==> src/rtl/packet_merge_pkg.sv <==
// Shared types and constants for axis_packet_merge.
//   state_t      : arbiter FSM state (IDLE, GRANT0, GRANT1)
//   ADDR_*       : AXI-Lite register offsets, decoded from araddr[3:0]
//   RESP_*       : AXI-Lite read response codes
package packet_merge_pkg;

  typedef enum logic [1:0] {
    IDLE   = 2'd0,
    GRANT0 = 2'd1,
    GRANT1 = 2'd2
  } state_t;

  localparam logic [3:0] ADDR_TOTAL = 4'h0;
  localparam logic [3:0] ADDR_CNT0  = 4'h4;
  localparam logic [3:0] ADDR_CNT1  = 4'h8;

  localparam logic [1:0] RESP_OKAY   = 2'b00;
  localparam logic [1:0] RESP_SLVERR = 2'b10;

endpackage

==> src/rtl/axis_skid_buffer.sv <==
// Two-entry AXI-Stream skid buffer. Registers tdata/tlast/tvalid towards
// the sink and drives s_tready from a flop, so there is no combinational
// path from m_tready back to the source. Full throughput, +1 cycle latency.
// Ports:
//   clk, resetn                  clock, async active-low reset
//   s_tdata/s_tlast/s_tvalid     upstream beat
//   s_tready                     upstream ready (registered)
//   m_tdata/m_tlast/m_tvalid     downstream beat (registered)
//   m_tready                     downstream ready
module axis_skid_buffer #(
  parameter int TDATA_WIDTH = 32
) (
  input  logic                   clk,
  input  logic                   resetn,
  input  logic [TDATA_WIDTH-1:0] s_tdata,
  input  logic                   s_tlast,
  input  logic                   s_tvalid,
  output logic                   s_tready,
  output logic [TDATA_WIDTH-1:0] m_tdata,
  output logic                   m_tlast,
  output logic                   m_tvalid,
  input  logic                   m_tready
);

  logic                   ready_q;
  logic [TDATA_WIDTH-1:0] out_data_q;
  logic                   out_last_q;
  logic                   out_valid_q;
  logic [TDATA_WIDTH-1:0] skid_data_q;
  logic                   skid_last_q;

  assign s_tready = ready_q;
  assign m_tdata  = out_data_q;
  assign m_tlast  = out_last_q;
  assign m_tvalid = out_valid_q;

  always_ff @(posedge clk or negedge resetn) begin
    if (!resetn) begin
      ready_q     <= 1'b1;
      out_valid_q <= 1'b0;
      out_data_q  <= '0;
      out_last_q  <= 1'b0;
      skid_data_q <= '0;
      skid_last_q <= 1'b0;
    end else if (ready_q) begin
      if (!out_valid_q || m_tready) begin
        // Output slot free (or draining this cycle): pass straight through.
        out_valid_q <= s_tvalid;
        out_data_q  <= s_tdata;
        out_last_q  <= s_tlast;
      end else if (s_tvalid) begin
        // Output stalled but we already advertised ready: park the beat.
        skid_data_q <= s_tdata;
        skid_last_q <= s_tlast;
        ready_q     <= 1'b0;
      end
    end else if (m_tready) begin
      // Skid entry full; it moves to the output as the old beat leaves.
      out_data_q <= skid_data_q;
      out_last_q <= skid_last_q;
      ready_q    <= 1'b1;
    end
  end

endmodule

==> src/rtl/axis_packet_merge.sv <==
// Merges the two AXI-Stream outputs of packet_router (s0 = even, s1 = odd)
// into one stream. Arbitration is round-robin at packet granularity: a grant
// is held from the first beat until the tlast handshake, so packets are never
// interleaved. Per-source packet counters are readable over AXI-Lite.
// Ports:
//   clk, resetn                  clock, async active-low reset
//   s_axil_ar*/r*                read-only AXI-Lite slave
//                                (0x0 total, 0x4 cnt0, 0x8 cnt1, else SLVERR)
//   s0_axis_*, s1_axis_*         input streams
//   m_axis_*                     merged output stream
// Build option: define PACKET_MERGE_OUTPUT_REG_EN to register the output
// through axis_skid_buffer; otherwise the output is a combinational mux.
module axis_packet_merge
  import packet_merge_pkg::*;
#(
  parameter int TDATA_WIDTH = 32
) (
  input  logic                   clk,
  input  logic                   resetn,
  input  logic [31:0]            s_axil_araddr,
  input  logic                   s_axil_arvalid,
  output logic                   s_axil_arready,
  output logic [31:0]            s_axil_rdata,
  output logic [1:0]             s_axil_rresp,
  output logic                   s_axil_rvalid,
  input  logic                   s_axil_rready,
  input  logic [TDATA_WIDTH-1:0] s0_axis_tdata,
  input  logic                   s0_axis_tlast,
  input  logic                   s0_axis_tvalid,
  output logic                   s0_axis_tready,
  input  logic [TDATA_WIDTH-1:0] s1_axis_tdata,
  input  logic                   s1_axis_tlast,
  input  logic                   s1_axis_tvalid,
  output logic                   s1_axis_tready,
  output logic [TDATA_WIDTH-1:0] m_axis_tdata,
  output logic                   m_axis_tlast,
  output logic                   m_axis_tvalid,
  input  logic                   m_axis_tready
);

  state_t state_q, state_next;
  logic   prio_q, prio_next;       // 0: s0 favoured, 1: s1 favoured
  logic   in_pkt_q, in_pkt_next;   // a packet is partially transferred

  // Merge point: the granted input, before the optional output register.
  logic [TDATA_WIDTH-1:0] mrg_tdata;
  logic                   mrg_tlast;
  logic                   mrg_tvalid;
  logic                   mrg_tready;
  logic                   mrg_hs;
  logic                   mrg_eop;

  logic [31:0] total_q, cnt0_q, cnt1_q;

  // ---------------------------------------------------------------------------
  // Datapath mux
  // ---------------------------------------------------------------------------
  // NOTE: every signal written here gets a default first, so no path through
  // the case leaves it unassigned and no latch is inferred.
  always_comb begin
    mrg_tdata      = '0;
    mrg_tlast      = 1'b0;
    mrg_tvalid     = 1'b0;
    s0_axis_tready = 1'b0;
    s1_axis_tready = 1'b0;
    case (state_q)
      GRANT0: begin
        mrg_tdata      = s0_axis_tdata;
        mrg_tlast      = s0_axis_tlast;
        mrg_tvalid     = s0_axis_tvalid;
        s0_axis_tready = mrg_tready;
      end
      GRANT1: begin
        mrg_tdata      = s1_axis_tdata;
        mrg_tlast      = s1_axis_tlast;
        mrg_tvalid     = s1_axis_tvalid;
        s1_axis_tready = mrg_tready;
      end
      default: ;
    endcase
  end

  assign mrg_hs  = mrg_tvalid & mrg_tready;
  assign mrg_eop = mrg_hs & mrg_tlast;

  // ---------------------------------------------------------------------------
  // Arbiter FSM
  // ---------------------------------------------------------------------------
  always_comb begin
    state_next  = state_q;
    prio_next   = prio_q;
    in_pkt_next = in_pkt_q;
    if (mrg_hs) in_pkt_next = !mrg_tlast;

    case (state_q)
      IDLE: begin
        if (s0_axis_tvalid || s1_axis_tvalid) begin
          if (!prio_q) state_next = s0_axis_tvalid ? GRANT0 : GRANT1;
          else         state_next = s1_axis_tvalid ? GRANT1 : GRANT0;
        end
      end
      GRANT0: begin
        if (mrg_eop) begin
          prio_next = 1'b1;
          if      (s1_axis_tvalid) state_next = GRANT1;
          else if (s0_axis_tvalid) state_next = GRANT0;
          else                     state_next = IDLE;
        end else if (!in_pkt_q && !s0_axis_tvalid) begin
          // Parked on a packet boundary with nothing from s0: release the
          // grant so s1 cannot be starved by an idle s0.
          state_next = IDLE;
        end
      end
      GRANT1: begin
        if (mrg_eop) begin
          prio_next = 1'b0;
          if      (s0_axis_tvalid) state_next = GRANT0;
          else if (s1_axis_tvalid) state_next = GRANT1;
          else                     state_next = IDLE;
        end else if (!in_pkt_q && !s1_axis_tvalid) begin
          state_next = IDLE;
        end
      end
      default: state_next = IDLE;
    endcase
  end

  // NOTE: sequential state uses non-blocking assignments so every flop samples
  // pre-edge values regardless of block evaluation order.
  always_ff @(posedge clk or negedge resetn) begin
    if (!resetn) begin
      state_q  <= IDLE;
      prio_q   <= 1'b0;
      in_pkt_q <= 1'b0;
    end else begin
      state_q  <= state_next;
      prio_q   <= prio_next;
      in_pkt_q <= in_pkt_next;
    end
  end

  // ---------------------------------------------------------------------------
  // Packet counters, counted at the merge input
  // ---------------------------------------------------------------------------
  always_ff @(posedge clk or negedge resetn) begin
    if (!resetn) begin
      total_q <= '0;
      cnt0_q  <= '0;
      cnt1_q  <= '0;
    end else if (mrg_eop) begin
      total_q <= total_q + 32'd1;
      if (state_q == GRANT0) cnt0_q <= cnt0_q + 32'd1;
      if (state_q == GRANT1) cnt1_q <= cnt1_q + 32'd1;
    end
  end

  // ---------------------------------------------------------------------------
  // AXI-Lite read port
  // ---------------------------------------------------------------------------
  logic [31:0] rd_data;
  logic [1:0]  rd_resp;
  logic        unused_araddr_hi;

  assign unused_araddr_hi = ^s_axil_araddr[31:4];
  assign s_axil_arready   = !s_axil_rvalid;

  always_comb begin
    rd_data = '0;
    rd_resp = RESP_SLVERR;
    case (s_axil_araddr[3:0])
      ADDR_TOTAL: begin rd_data = total_q; rd_resp = RESP_OKAY; end
      ADDR_CNT0:  begin rd_data = cnt0_q;  rd_resp = RESP_OKAY; end
      ADDR_CNT1:  begin rd_data = cnt1_q;  rd_resp = RESP_OKAY; end
      default: ;
    endcase
  end

  // NOTE: rdata/rresp are reset along with rvalid because they drive ports
  // that must read 0 out of reset.
  always_ff @(posedge clk or negedge resetn) begin
    if (!resetn) begin
      s_axil_rvalid <= 1'b0;
      s_axil_rdata  <= '0;
      s_axil_rresp  <= RESP_OKAY;
    end else if (s_axil_arvalid && s_axil_arready) begin
      s_axil_rvalid <= 1'b1;
      s_axil_rdata  <= rd_data;
      s_axil_rresp  <= rd_resp;
    end else if (s_axil_rvalid && s_axil_rready) begin
      s_axil_rvalid <= 1'b0;
    end
  end

  // ---------------------------------------------------------------------------
  // Output stage
  // ---------------------------------------------------------------------------
`ifdef PACKET_MERGE_OUTPUT_REG_EN
  axis_skid_buffer #(
    .TDATA_WIDTH (TDATA_WIDTH)
  ) u_out_reg (
    .clk      (clk),
    .resetn   (resetn),
    .s_tdata  (mrg_tdata),
    .s_tlast  (mrg_tlast),
    .s_tvalid (mrg_tvalid),
    .s_tready (mrg_tready),
    .m_tdata  (m_axis_tdata),
    .m_tlast  (m_axis_tlast),
    .m_tvalid (m_axis_tvalid),
    .m_tready (m_axis_tready)
  );
`else
  assign m_axis_tdata  = mrg_tdata;
  assign m_axis_tlast  = mrg_tlast;
  assign m_axis_tvalid = mrg_tvalid;
  assign mrg_tready    = m_axis_tready;
`endif

endmodule

==> config.mk <==
export PLATFORM = sky130hd
export DESIGN_NAME = axis_packet_merge
export DESIGN_NICKNAME = d
export VERILOG_FILES = /design/src/rtl/packet_merge_pkg.sv /design/src/rtl/axis_skid_buffer.sv /design/src/rtl/axis_packet_merge.sv
export SDC_FILE = /design/constraint.sdc
export NUM_CORES = 1
export LEC_CHECK = 0
export ABC_AREA = 1
export BUFFER_PORTS_ARGS = -buffer_cell sky130_fd_sc_hd__buf_2
export CORE_MARGIN = 2
export CORE_UTILIZATION = 56
export CTS_CLUSTER_DIAMETER = 30
export DETAILED_ROUTE_END_ITERATION = 10
export PLACE_DENSITY_LB_ADDON = 0.3
export SKIP_CTS_REPAIR_TIMING = 1
export SYNTH_ARGS = -nofsm -noshare
export SYNTH_HDL_FRONTEND = slang
export SYNTH_SLANG_ARGS = --single-unit
export TNS_END_PERCENT = 30
==> constraint.sdc <==
create_clock -name clk -period 2.5 [get_ports clk]
set_clock_uncertainty 0.05 [all_clocks]
set_input_delay 0.125 -clock clk [delete_from_list [all_inputs] [get_ports clk]]
set_output_delay 0.125 -clock clk [all_outputs]
set_load 0.01 [all_outputs]
### Word-level counts from Yosys, hierarchy flattened

Index checks and enable logic that the tools add are counted.

* $add $sub $neg: 3
* $mul: 0
* div/mod/pow operators: 0
* order comparisons: 0
* eq/ne operators: 9
* shift-type cells: 0
* multiplexer cells: 25
* bitwise logic cells: 2
* reductions and logical operators: 19

Operators by type and width (number)
* adder 32 x 1 -> 32 bit, second input constant: 3
* one-hot mux 32 bit (3 select lines): 1
* one-hot mux 32 bit (2 select lines): 1
* 2-to-1 mux 2 bit: 12
* 2-to-1 mux 1 bit: 7
* inequality test 2 bit, second input constant: 3
* inequality test 3 bit, second input constant: 2
* one-hot mux 1 bit (2 select lines): 3
* one-hot mux 2 bit (3 select lines): 1
* AND reduction 3 bit: 2
* zero test 1 bit: 5
* == test 4 x 3 -> 1 bit, second input constant: 1
* == test 4 bit, second input constant: 1
* logical AND 1 bit: 4
* zero test 4 bit: 1
* AND reduction 2 bit: 2
* nonzero test 2 bit: 2
* OR reduction 3 bit: 1
* AND 1 bit: 2
* == test 2 x 1 -> 1 bit, second input constant: 1
* == test 2 bit, second input constant: 1
* zero test 2 bit: 1
* logical OR 1 bit: 1

* bits in registers: 135
* bits in latches: 0
* bits in writable memories: 0
* bits in read-only memories: 0
* output and inout bits: 72
* logic and storage cells: 67
* memories kept: 0

### Logic depth before layout (Yosys ltp)

Gate-level depths: netlist of the first run.

* depth after elaboration: 6
* mapped depth: 12
* depth with buffers taken out: 10

### Worst setup path before layout of the first run

No wires, ideal clock.

* kind: register to register
* start point: reg state_q[0]
* end point: reg cnt0_q[9]
* arrival time: 1.612 ns
* data required time: 2.331 ns
* path slack: 0.720 ns
* stages on the path, launching flop included: 12
* path buffers: 2
* clock period less this slack: 1.780 ns
* path through: dfrtp_1 > inv_1 > ha_1 > buf_2 > nand2_1 > nand2_2 > nand2_1 > nor2_4 > nand2_2 > buf_2 > o21ai_1 > nand2_1

* word-level cells in the longest chain between the ends: 5
* elaborated cells between the ends (all ways): 7

RTL lines
* start, declared: RTL line axis_packet_merge.sv:41 `state_t state_q, state_next;`
* start signal, assigned: RTL line axis_packet_merge.sv:136 `state_q <= state_next;`
* == test 2 bit / == test 2 x 1 -> 1 bit (equally long branches): RTL line axis_packet_merge.sv:66, axis_packet_merge.sv:152
* one-hot mux 1 bit (2 select lines): RTL line axis_packet_merge.sv:66 `case (state_q)`
* AND 1 bit: RTL line axis_packet_merge.sv:83 `assign mrg_hs = mrg_tvalid & mrg_tready;`
* AND 1 bit: RTL line axis_packet_merge.sv:84 `assign mrg_eop = mrg_hs & mrg_tlast;`
* AND reduction 2 bit (no line) (*)
* end signal, assigned: RTL line axis_packet_merge.sv:152 `if (state_q == GRANT0) cnt0_q <= cnt0_q + 32'd1;`
* end, declared: RTL line axis_packet_merge.sv:53 `logic [31:0] total_q, cnt0_q, cnt1_q;`

Every way passes the cells marked *; elsewhere a longest branch is shown, timed or not.
A chain may end at the register's enable or synchronous reset.

### Worst setup path after layout of the first run

* start point: reg state_q[1]
* end point: out m_axis_tdata[0]

* word-level cells in the longest chain between the ends: 2
* elaborated cells between the ends (all ways): 3

RTL lines
* == test 2 bit / == test 2 x 1 -> 1 bit (equally long branches): RTL line axis_packet_merge.sv:66
* one-hot mux 32 bit (2 select lines) (*): RTL line axis_packet_merge.sv:66
* end, declared: RTL line axis_packet_merge.sv:35 `output logic [TDATA_WIDTH-1:0] m_axis_tdata,`

Marked as above.

==> results of run 1 <==
[metal layers]
layer | up-vias | share of wire | wire (um)
li1 | 4624 | - | -
met1 | 4340 | 0.42 | 11200
met2 | 420 | 0.47 | 12400
met3 | 53 | 0.083 | 2210
met4 | 0 | 0.032 | 846
met5 | - | 0 | 0
[per-stage QoR]
step | cells | area, um^2 | total power [W] | util | setup slack (ns)
4_1_cts | 1718 | 10300 | 0.00699 | 0.677 | 0.0687
3_5_place_dp | 1686 | 9670 | 0.00430 | 0.636 | 0.0856
6_report | 1724 | 10400 | 0.00699 | 0.681 | 0.235
2_1_floorplan | 1370 | 8690 | 0.00367 | - | 0.720
3_3_place_gp | 1686 | 9670 | 0.00426 | 0.636 | 0.205
5_1_grt | 1724 | 10400 | 0.00736 | 0.681 | 0.119
[worst paths after layout]
check	start	endpoint	depth (start not counted)
max	state_q[1]	m_axis_tdata[0]	6
min	s_axil_araddr[3]	s_axil_rdata[12]	5
max reg2reg	state_q[1]	total_q[13]	10
min reg2reg	s_axil_rdata[1]	s_axil_rdata[1]	2
max in group asynchronous	resetn	s_axil_rdata[22]	3
min in group asynchronous	resetn	total_q[27]	2
[power groups by stage]
stage | Clock (W) | Combinational (W) | Sequential [W]
floorplan | 0 | 0.00121 | 0.00246
global placement | 0 | 0.00177 | 0.00249
detailed placement | 0 | 0.00180 | 0.00250
CTS | 0.00270 | 0.00182 | 0.00246
global route | 0.00280 | 0.00206 | 0.00249
finish | 0.00268 | 0.00184 | 0.00247
[registers in the layout (all words and copies together), names as in the netlist]
register,cells
cnt0_q,32
state_q,2
prio_q,1
s_axil_rvalid,1
s_axil_rresp,1
s_axil_rdata,32
in_pkt_q,1
total_q,32
cnt1_q,32
[logic make-up (layout without fill, tap and decap cells)]
logic type | after synthesis | count (layout) | synth area share
AOI/OAI and AO/OA | 114 | 114 | 0.0729
and+or+nand+nor | 924 | 924 | 0.428
DFF | 134 | 134 | 0.386
other | 1 | 1 | 0.000432
buffers and inverters | 164 | 330 | 0.0763
xor gates and xnor gates | 26 | 26 | 0.0262
adders and majority gates | 7 | 7 | 0.0101
[cell type report]
| type | count | area [um^2] |
|---|---|---|
| timing repair buffer | 177 | 1010 |
| fill | 1343 | 4850 |
| multi-input combinational | 1072 | 4680 |
| clock inverter | 13 | 180 |
| sequential | 134 | 3350 |
| clock buffer | 19 | 443 |
| inverter | 121 | 454 |
| tap | 188 | 235 |
[worst max-delay path: stages (launching register included)]
cell and delay, ns:
dfrtp_1 0.41, inv_1 0.09, ha_1 0.31, buf_4 0.38, nand2_1 0.10, a21oi_1 0.21
buf_2 0.17
[cells in the final DEF (no fill, tap or decap), types with 2 or more instances in the layout]
cell type	instances
nand3b_1	4
nor3_1	23
clkbuf_16	17
nor2_4	2
ha_1	7
bufinv_16	4
clkinvlp_4	6
nand3_1	76
buf_4	25
dfrtp_1	134
o21ai_1	8
xor2_1	25
buf_2	146
nand4_1	24
o221ai_1	9
a21oi_1	34
clkinv_2	3
nor2_2	3
nor2_1	161
inv_1	120
nand2_1	626
o22ai_1	21
dlygate4sd3_1	2
buf_12	3
o21ai_0	41
nor3b_1	2
==> metrics.txt, run 1 <==
DR DRC count=0; most common cell in the netlist=nand2_1; clock transition at the registers of the reported paths=0.06 ns; first-pass GRT wire length=42700 um; Net Count, Synth=1482; gr busiest metal=met2; Synth area leaders=dfrtp_1 (39%), nand2_1 (27%), nor2_1 (7.0%); most used flip-flop cell after synthesis=dfrtp_1; Leak Pwr=5.19 nW; die width=129 um; smallest hold slack=0.0938 ns; Synth Warn #=0; Tcrit/Tclk final=0.906; TritonCTS buffer count=17; number of distinct library cells after synthesis=28; arrival time at the worst endpoint=2.09 ns; Mapped Cells=1370; endpoints failing setup=0; first drt pass iteration count=6; syn avg cell area=6.34 um^2; Via density=5.47; Max Buffers Root-to-Sink=2; Reg power frac=0.354; CTS Sinks=134; Synth Register Bits=134; switch share=0.344; synth cell count leaders=nand2_1 (626), nor2_1 (161), dfrtp_1 (134), inv_1 (120), nand3_1 (76); IO Pins=177; met3 Use GR=0.0632; share of total power in combinational logic=0.263; RSZ-0062 raised after global routing=false; area of the mapped netlist=8690 um^2; CTS tree=yes; measured slew at the worst slew-check pin=0.625 ns; status=completed; sequential-to-total area share from yosys stat=0.386; worst min path class=primary input to register; min cycle time layout=2.26 ns; die height=129 um; Detail Route Antenna Nets=0; HPWL after detailed placement=19800 um; initial antenna violation count=0; drt wl/cell=15.5 um; vias after detailed routing=9437; max frequency=442 MHz; top cell type by total area after synthesis=dfrtp_1; # rows=45; pwr/cell area=676 nW/um^2; clock network power share=0.384; crit start category=register; Pint=0.00459 W; initial core utilization=0.572; NetSw=0.00241 W; CP Max Fanout=34; Crit. End Element=output pin; reg2reg setup slack=0.27 ns; Setup CP Type=register to output pin; ratio of cells with drive above 1 in the final layout=0.139; Yosys top cell area share=0.386; synthesis-to-layout area growth=19.2%; Required @ worst endpoint=2.33 ns; Total Neg Setup Slack=0 ns; met1 global-route usage=0.455; largest net degree at the start of global routing=63; peak supply drop=0.578 mV; Post-synth ARST share=1.00; Worst slew margin=0.582; GRT overflow=0; Die Footprint=16500 um^2; Port Buf Inserts=147; H-tree Lvls=4; Hold Violations, Final=0; drt total wl=26700 um; Total Routing Usage GR=0.332; Post-synth EDFFs=0; n_diodes=0; GPL Wtd Cong=0.938; later-pin clock latency in the skew report=0.43 ns; grt met2 use=0.530; core footprint=15200 um^2; vias in the first global route=8651; final max-slew violation count=0; Layout Nets=1635; max-cap viol count=0; clk root buf=clkbuf_16; Initial DRC Count=916
(Power assumes the default switching activity.)
==> run 2, diff against run 1 <==
--- a/config.mk
+++ b/config.mk
@@ -6,11 +6,11 @@
 export NUM_CORES = 1
 export LEC_CHECK = 0
 export ABC_AREA = 1
-export BUFFER_PORTS_ARGS = -buffer_cell sky130_fd_sc_hd__buf_2
 export CORE_MARGIN = 2
 export CORE_UTILIZATION = 56
 export CTS_CLUSTER_DIAMETER = 30
 export DETAILED_ROUTE_END_ITERATION = 10
+export DONT_BUFFER_PORTS = 1
 export PLACE_DENSITY_LB_ADDON = 0.3
 export SKIP_CTS_REPAIR_TIMING = 1
 export SYNTH_ARGS = -nofsm -noshare
==> metrics.txt, run 2 (synthesized netlist as in run 1, its figures left out) <==
peak supply drop=0.734 mV (+27%); Worst R2R Start=state_q[1]; clock transition at the registers of the reported paths=0.06 ns (about the same); drt total wl=25200 um (-5.9%); n_diodes=0 (unchanged); final instance count without filler cells=1570 (-8.9%); initial core utilization=0.572 (unchanged); endpoints failing setup=0 (unchanged); fill count=1441 (+7.3%); Tcrit/Tclk final=0.954 (+0.0477); vias after detailed routing=8786 (-6.9%); violated checks=negative hold slack; setup ws final=0.116 ns (-0.119 ns); HPWL after detailed placement=18600 um (-6.2%); Die Footprint=16500 um^2 (unchanged); Detail Route Antenna Nets=0 (unchanged); IO Pins=177 (unchanged); Via density=5.60 (+2.2%); status=finished, violations left; min cycle time layout=2.38 ns (+0.119 ns); CTS Sinks=134 (unchanged); max frequency=419 MHz (-5.0%); CTS tree=yes; Total Neg Setup Slack=0 ns (unchanged); Critical Path End=m_axis_tdata[19]; measured slew at the worst slew-check pin=0.928 ns (+0.303 ns); Leak Pwr=4.47 nW (-14%); initial antenna violation count=0 (unchanged); CP max stage delay=0.71 ns (+0.30 ns); Initial DRC Count=985 (+7.5%); Port Buf Inserts=0 (-100%); Crit path max-delay family=buffers and inverters; core footprint=15200 um^2 (unchanged); Required @ worst endpoint=2.33 ns (about the same); Total Routing Usage GR=0.316 (-0.0163); drt wl/cell=16.0 um (+3.3%); largest net degree at the start of global routing=135 (+110%); worst r2r path cells=11 (+1); clk root buf=clkbuf_16; synthesis-to-layout area growth=9.50%; Max Buffers Root-to-Sink=2 (unchanged); CP max-delay cell=inv_1; GPL Wtd Cong=0.954 (+1.6%); crit start category=register; CP Max Fanout=33 (-2.9%); crit-path cells=inv_1, ha_1, inv_1, a21oi_1; GRT overflow=0 (unchanged); Critical Path Stages=4 (-2); Setup CP Type=register to output pin; worst min path class=primary input to async pin; ratio of cells with drive above 1 in the final layout=0.0405 (-0.0988); Layout Nets=1482 (-9.4%); DR DRC count=0 (unchanged); later-pin clock latency in the skew report=0.43 ns (about the same); smallest hold slack=-0.658 ns (-0.752 ns); max-cap viol count=0 (unchanged); Worst slew margin=0.381 (-0.201); RSZ-0062 raised after global routing=true; vias in the first global route=7992 (-7.6%); reg2reg setup slack=0.24 ns (-0.03 ns); die height=129 um (unchanged); Most common cell on crit path=inv_1; WP buf/inv=2 (-1); commonest cells after routing, fill and taps aside=nand2_1 (626), nor2_1 (161), dfrtp_1 (134), inv_1 (120), nand3_1 (76); worst slack at placement=0.175 ns (+0.0896 ns); H-tree Lvls=4 (unchanged); first-pass GRT wire length=40500 um (-5.2%); die width=129 um (unchanged); TritonCTS buffer count=17 (unchanged); # rows=45 (unchanged); pwr/cell area=691 nW/um^2 (+2.3%); arrival time at the worst endpoint=2.21 ns (+0.12 ns); final max-slew violation count=0 (unchanged); first drt pass iteration count=7 (+1); CP Launch Point=state_q[0]; commonest non-fill, non-tap cell in the layout=nand2_1; Hold Violations, Final=136 (+136); placed insts=1534 (-9.0%); RR Endpoint=total_q[22]; Crit. End Element=output pin
## run 2: cell count changes in the layout (fill, tap and decap cells not counted), sizes merged
cell / change
bufinv: -1
clkinv: +4
clkinvlp: -6
dlygate4sd3: +3
buf: -156
clkbuf: +2
## run 2: cell type report
| cell class | instances | area, um^2 | share of cell area |
|---|---|---|---|
| sequential | 134 | 3350 | 0.352 |
| tap | 188 | 235 | 0.0247 |
| inverter | 121 | 454 | 0.0477 |
| multi-input combinational | 1072 | 4680 | 0.492 |
| clock inverter | 10 | 129 | 0.0135 |
| timing repair buffer | 24 | 205 | 0.0216 |
| clock buffer | 21 | 460 | 0.0484 |
## run 2: how the worst min path moves through the flow
stage                      start     endpoint  cells past startpoint
after floorplan           resetn    cnt0_q[0]                      0
after global placement    resetn  total_q[27]                      0
after detailed placement  resetn  total_q[28]                      0
after CTS                 resetn  total_q[26]                      0
after global routing      resetn  total_q[26]                      0
final                     resetn  total_q[26]                      0
## run 2: where the power goes
part	internal, W	switching, W
sequential	0.00231	0.000165
clock	0.00160	0.000944
combinational	0.000419	0.00113
## run 2: through the flow
| step | hold WS (ns) | power [W] | util | cell area, um^2 |
|---|---|---|---|---|
| floorplan | -0.221 | 0.00367 | - | 8690 |
| global placement | -0.213 | 0.00395 | 0.583 | 8870 |
| detailed placement | -0.214 | 0.00401 | 0.583 | 8870 |
| CTS | -0.664 | 0.00657 | 0.622 | 9460 |
| global route | -0.670 | 0.00690 | 0.626 | 9510 |
| finish | -0.658 | 0.00658 | 0.626 | 9510 |
## run 2: worst reg2reg max path: cells and delay by family, from the launching register on
kind / cells / cell delay [ns]
AND/OR/NAND/NOR: 8 / 1.13
flip-flops: 1 / 0.40
adder cells (fa/ha/maj): 1 / 0.32
buffers and inverters: 2 / 0.30
## run 2: routing by layer
| metal | track usage | wire [um] |
|---|---|---|
| met5 | 0 | 0 |
| met4 | 0.128 | 891 |
| met3 | 0.0624 | 1830 |
| met2 | 0.481 | 11400 |
| met1 | 0.445 | 11000 |
